$ cat src/rtl/hilo_commit_pipe.sv
// hilo_commit_pipe: carries HI/LO write requests from EX through the EX/MEM
// and MEM/WB pipeline registers, then commits them to architectural HI/LO.
// The MEM copy, WB copy and architectural values are all registered outputs
// that EX uses as forwarding sources (priority mem > wb > arch is applied in EX).
//
// Transfer semantics: there is no valid/ready handshake. Each *_whilo flag is a
// valid bit that qualifies its stage's data, and there is no backpressure except
// through the stall vector. stall[k] freezes stage k. A stage whose upstream is
// stalled while it is free to drain loads a bubble: whilo=0 with data zeroed.
// A stage whose upstream is free captures unconditionally, including the data of
// whilo=0 requests.
module hilo_commit_pipe #(
  parameter int DATA_W = 32
) (
  input  logic              clk,
  input  logic              rst,
  input  logic [5:0]        stall,
  input  logic [DATA_W-1:0] ex_hi_i,
  input  logic [DATA_W-1:0] ex_lo_i,
  input  logic              ex_whilo_i,
  output logic [DATA_W-1:0] mem_hi_o,
  output logic [DATA_W-1:0] mem_lo_o,
  output logic              mem_whilo_o,
  output logic [DATA_W-1:0] wb_hi_o,
  output logic [DATA_W-1:0] wb_lo_o,
  output logic              wb_whilo_o,
  output logic [DATA_W-1:0] hi_o,
  output logic [DATA_W-1:0] lo_o
);

  logic [DATA_W-1:0] mem_hi_q, mem_hi_d;
  logic [DATA_W-1:0] mem_lo_q, mem_lo_d;
  logic              mem_whilo_q, mem_whilo_d;
  logic [DATA_W-1:0] wb_hi_q, wb_hi_d;
  logic [DATA_W-1:0] wb_lo_q, wb_lo_d;
  logic              wb_whilo_q, wb_whilo_d;
  logic [DATA_W-1:0] hi_q, hi_d;
  logic [DATA_W-1:0] lo_q, lo_d;

  // EX/MEM register: capture when EX advances, bubble when EX is stalled but MEM drains, otherwise hold.
  always_comb begin
    mem_hi_d    = mem_hi_q;
    mem_lo_d    = mem_lo_q;
    mem_whilo_d = mem_whilo_q;
    if (!stall[3]) begin
      mem_hi_d    = ex_hi_i;
      mem_lo_d    = ex_lo_i;
      mem_whilo_d = ex_whilo_i;
    end else if (!stall[4]) begin
      mem_hi_d    = '0;
      mem_lo_d    = '0;
      mem_whilo_d = 1'b0;
    end
  end

  // MEM/WB register: same rule one stage later, sourced from the MEM copy.
  always_comb begin
    wb_hi_d    = wb_hi_q;
    wb_lo_d    = wb_lo_q;
    wb_whilo_d = wb_whilo_q;
    if (!stall[4]) begin
      wb_hi_d    = mem_hi_q;
      wb_lo_d    = mem_lo_q;
      wb_whilo_d = mem_whilo_q;
    end else if (!stall[5]) begin
      wb_hi_d    = '0;
      wb_lo_d    = '0;
      wb_whilo_d = 1'b0;
    end
  end

  // Architectural commit: both halves written whenever WB holds a valid request.
  // Independent of stall[5]; recommitting a held WB entry writes the same values.
  always_comb begin
    hi_d = hi_q;
    lo_d = lo_q;
    if (wb_whilo_q) begin
      hi_d = wb_hi_q;
      lo_d = wb_lo_q;
    end
  end

  // State registers; reset clears everything and overrides any stall.
  always_ff @(posedge clk) begin
    if (rst) begin
      mem_hi_q    <= '0;
      mem_lo_q    <= '0;
      mem_whilo_q <= 1'b0;
      wb_hi_q     <= '0;
      wb_lo_q     <= '0;
      wb_whilo_q  <= 1'b0;
      hi_q        <= '0;
      lo_q        <= '0;
    end else begin
      mem_hi_q    <= mem_hi_d;
      mem_lo_q    <= mem_lo_d;
      mem_whilo_q <= mem_whilo_d;
      wb_hi_q     <= wb_hi_d;
      wb_lo_q     <= wb_lo_d;
      wb_whilo_q  <= wb_whilo_d;
      hi_q        <= hi_d;
      lo_q        <= lo_d;
    end
  end

  assign mem_hi_o    = mem_hi_q;
  assign mem_lo_o    = mem_lo_q;
  assign mem_whilo_o = mem_whilo_q;
  assign wb_hi_o     = wb_hi_q;
  assign wb_lo_o     = wb_lo_q;
  assign wb_whilo_o  = wb_whilo_q;
  assign hi_o        = hi_q;
  assign lo_o        = lo_q;

endmodule
$ cat config.mk
export PLATFORM = sky130hd
export DESIGN_NAME = hilo_commit_pipe
export DESIGN_NICKNAME = d
export VERILOG_FILES = /design/src/rtl/hilo_commit_pipe.sv
export SDC_FILE = /design/constraint.sdc
export NUM_CORES = 1
export LEC_CHECK = 0
export BUFFER_PORTS_ARGS = -buffer_cell sky130_fd_sc_hd__buf_2
export CORE_MARGIN = 4
export CORE_UTILIZATION = 40
export DETAILED_ROUTE_END_ITERATION = 7
export PLACE_DENSITY = 0.67
export REMOVE_ABC_BUFFERS = 1
export SETUP_SLACK_MARGIN = 0.3
export SLEW_MARGIN = 0
export SYNTH_ARGS = -nofsm -noshare
export SYNTH_HDL_FRONTEND = slang
export SYNTH_SLANG_ARGS = --single-unit
$ cat constraint.sdc
create_clock -name clk -period 2.57 [get_ports clk]
set_clock_uncertainty 0.2 [all_clocks]
set_input_delay 0.1285 -clock clk [delete_from_list [all_inputs] [get_ports clk]]
set_output_delay 0.1285 -clock clk [all_outputs]
set_load 0.01 [all_outputs]
==> impl_results.md <==
* Gate count of the mapped netlist at 783
* Max clock buf depth at 2
* Leak at roughly 4.4 nW
* RSZ-0062 raised after global routing: false
* Die Area at between 20000 and 25000 µm²
* Total GRT Usage at 18.4%
* R2r worst-path depth at 3
* Hold Crit Class: input port to flop
* Antenna cells at 0
* Max Cap Violations at 0
* First-pass GRT wire length at 30800 µm
* GRT met1 Usage at 23.8%
* Unique masters post-synth at 10
* P&R area growth vs syn at 39.6%
* H-tree depth at 4
* WL final at 19600 µm
* Die X at 143 µm
* Worst Path Arrival at between 2 and 2.5 ns
* Initial antenna violation count at 0
* Core area at 18000 µm²
* Setup CP Type: input port to flop
* DRT Pass-1 Iters at 4
* Nature of the critical path endpoint: flop
* FF-to-FF Start: wb_whilo_o$_SDFFE_PP0P_
* Met2 GRT Util at 30.3%
* GP Congestion at ~0.79
* Hold WS at 0.0688 ns
* Number of global-route vias before repair at slightly above 6k
* CTS-repair resized insts at 0
* Most frequent cells in the layout: buf_2 (260), dfxtp_1 (193), nand2b_1 (130), nand3_1 (130), a21oi_1 (130)
* CTS buffer count at 17
* Pwr dens at a little over 600 nW/µm²
* Max rail drop VDD at ~0.00044 V
* Grt ovf at 0
* CTS Sinks at 194
* Hold path depth at 3
* Wire per inst at between 10 and 15 µm
* Critical path fanouts, max at 39
* Clk Latency, worst-skew pair at approximately 0.42 ns
* Core Rows at 49
* Worst slew margin at 59.1%
* CTS clk-pin slew, worst paths at approximately 0.080 ns
* Commonest non-fill, non-tap cell in the layout: buf_2
* FF-to-FF End: hi_o[23]$_SDFFE_PP0P_
* Max Slew Vio Count at 0
* 1st-iter DRT viols at approximately 200
* Number of remaining DRC errors at 0
* Dpl hpwl at 12000 µm
* Vias at approximately 6.4k
* CTS tree: built
* Final ANT Viol Nets at 0
* Total I/O pin count at 267
* NumNets Final at between 1k and 1.5k
* Port Buffers at 263
* Drt via density at 4.80
* Setup violators final at 0
* Met3 GRT Util at between 5 and 6%
* Critical Path RT at 2.73 ns
* Syn Std Cell Area at 7310 µm²
* Yosys warnings at 0
* Largest net degree at the start of global routing at 73
* CTS root buf: clkbuf_16
* Worst setup SP type: input port
* Starting Density at 40.7%
* Syn Area/Cell at 9.34 µm²
* Reg2Reg Setup Slack at 1.07 ns
* #FFs+latches synth at around 190
* Fin crit share at around four fifths
* HP Start: stall[5]
* Final Hold Viols at 0
* Status: finished, final reports clean
* Sequential-to-total area share from yosys stat at 53.1%
* Worst-Margin Slew at 0.613 ns
* Die H at about 140 µm
* Hold Path End: wb_hi_o[9]$_SDFFE_PP0P_
* Post-layout min period at around 2.0 ns
* Layout cells sized above 1 at 27.5%
* Max Fclk at 488 MHz
* Grt peak-use layer: met2
* Total Power at 0.00635 W
[routing by layer]
| metal | routed length [µm] | vias to the layer above |
|---|---|---|
| met1 | 8840 | 2957 |
| met3 | 1280 | 22 |
| li1 | - | 3267 |
| met2 | 9190 | 185 |
| met4 | 334 | 0 |
| met5 | 0 | - |
[Yosys cell counts]
library cell	n	area share [%]
dfxtp_1	194	53
a21oi_1	130	8.9
nand2b_1	130	11
nand3_1	130	8.9
mux2i_1	64	8.8
nor2_1	64	3.3
buf_2	27	1.8
clkbuf_1	23	1.2
buf_6	14	2.2
buf_4	7	0.72
[stage by stage]
step                      instance area, µm²  worst slack, ns  util [%]  TNS, ns  std cells
after floorplan                         6880           -0.475         -   -30.94        712
after global placement                  8680             1.17      48.3        0       1215
after detailed placement                8680             1.15      48.3        0       1215
after CTS                              10200            0.603      56.8        0       1340
after global routing                   10200            0.427      56.8        0       1340
final                                  10200            0.522      56.8        0       1340
[sequential cells by signal (all words and copies together), names as in the netlist]
register and cells:
wb_lo_o 32, wb_whilo_o 1, wb_hi_o 32, lo_o 32, hi_o 32, mem_lo_o 32
mem_hi_o 32, mem_whilo_o 1
[timing repair]
action,in CTS,in global routing
hold buffers,93,0
hold endpoints to repair,87,0
setup buffers,0,0
[cells by family after synthesis]
| kind of cell | count (synthesis) | share of synthesized area [%] |
|---|---|---|
| AOI/OAI and AO/OA | 130 | 8.90 |
| buffers and inverters | 71 | 5.90 |
| DFF | 194 | 53.1 |
| muxes | 64 | 8.76 |
| and+or+nand+nor | 324 | 23.3 |
[layout make-up]
class | count | area [µm²]
clock buffers | 19 | 443
clock inverters | 13 | 145
fillers | 1610 | 7760
multi-input cells | 518 | 3000
flip-flops and latches | 194 | 3890
well taps | 229 | 287
repair buffers | 367 | 2440
[power breakdown]
| group | internal [W] | switching, W |
|---|---|---|
| clock | 0.00140 | 0.00122 |
| combinational | 0.000288 | 0.000300 |
| sequential | 0.00308 | 0.0000551 |
| total | 0.00477 | 0.00158 |
[worst max path at each step]
| stage | startpoint | endpoint | slack [ns] | depth (start not counted) |
|---|---|---|---|---|
| 2_1_floorplan | wb_whilo_o$_SDFFE_PP0P_ | hi_o[0]$_SDFFE_PP0P_ | -0.48 | 2 |
| 3_3_place_gp | wb_whilo_o$_SDFFE_PP0P_ | lo_o[11]$_SDFFE_PP0P_ | 1.17 | 3 |
| 3_5_place_dp | stall[5] | wb_lo_o[0]$_SDFFE_PP0P_ | 1.15 | 4 |
| 4_1_cts | stall[4] | mem_hi_o[0]$_SDFFE_PP0P_ | 0.60 | 6 |
| 5_1_grt | stall[4] | mem_lo_o[8]$_SDFFE_PP0P_ | 0.43 | 6 |
| 6_report | stall[4] | mem_lo_o[8]$_SDFFE_PP0P_ | 0.52 | 6 |
[worst max-delay path, stage by stage]
cell and delay [ns]:
dlygate4sd3_1 0.54, buf_6 0.28, buf_4 0.37, nand3_1 0.13, a21oi_1 0.17, dlygate4sd3_1 0.57
Note: power is estimated with default switching activity, not from simulation.
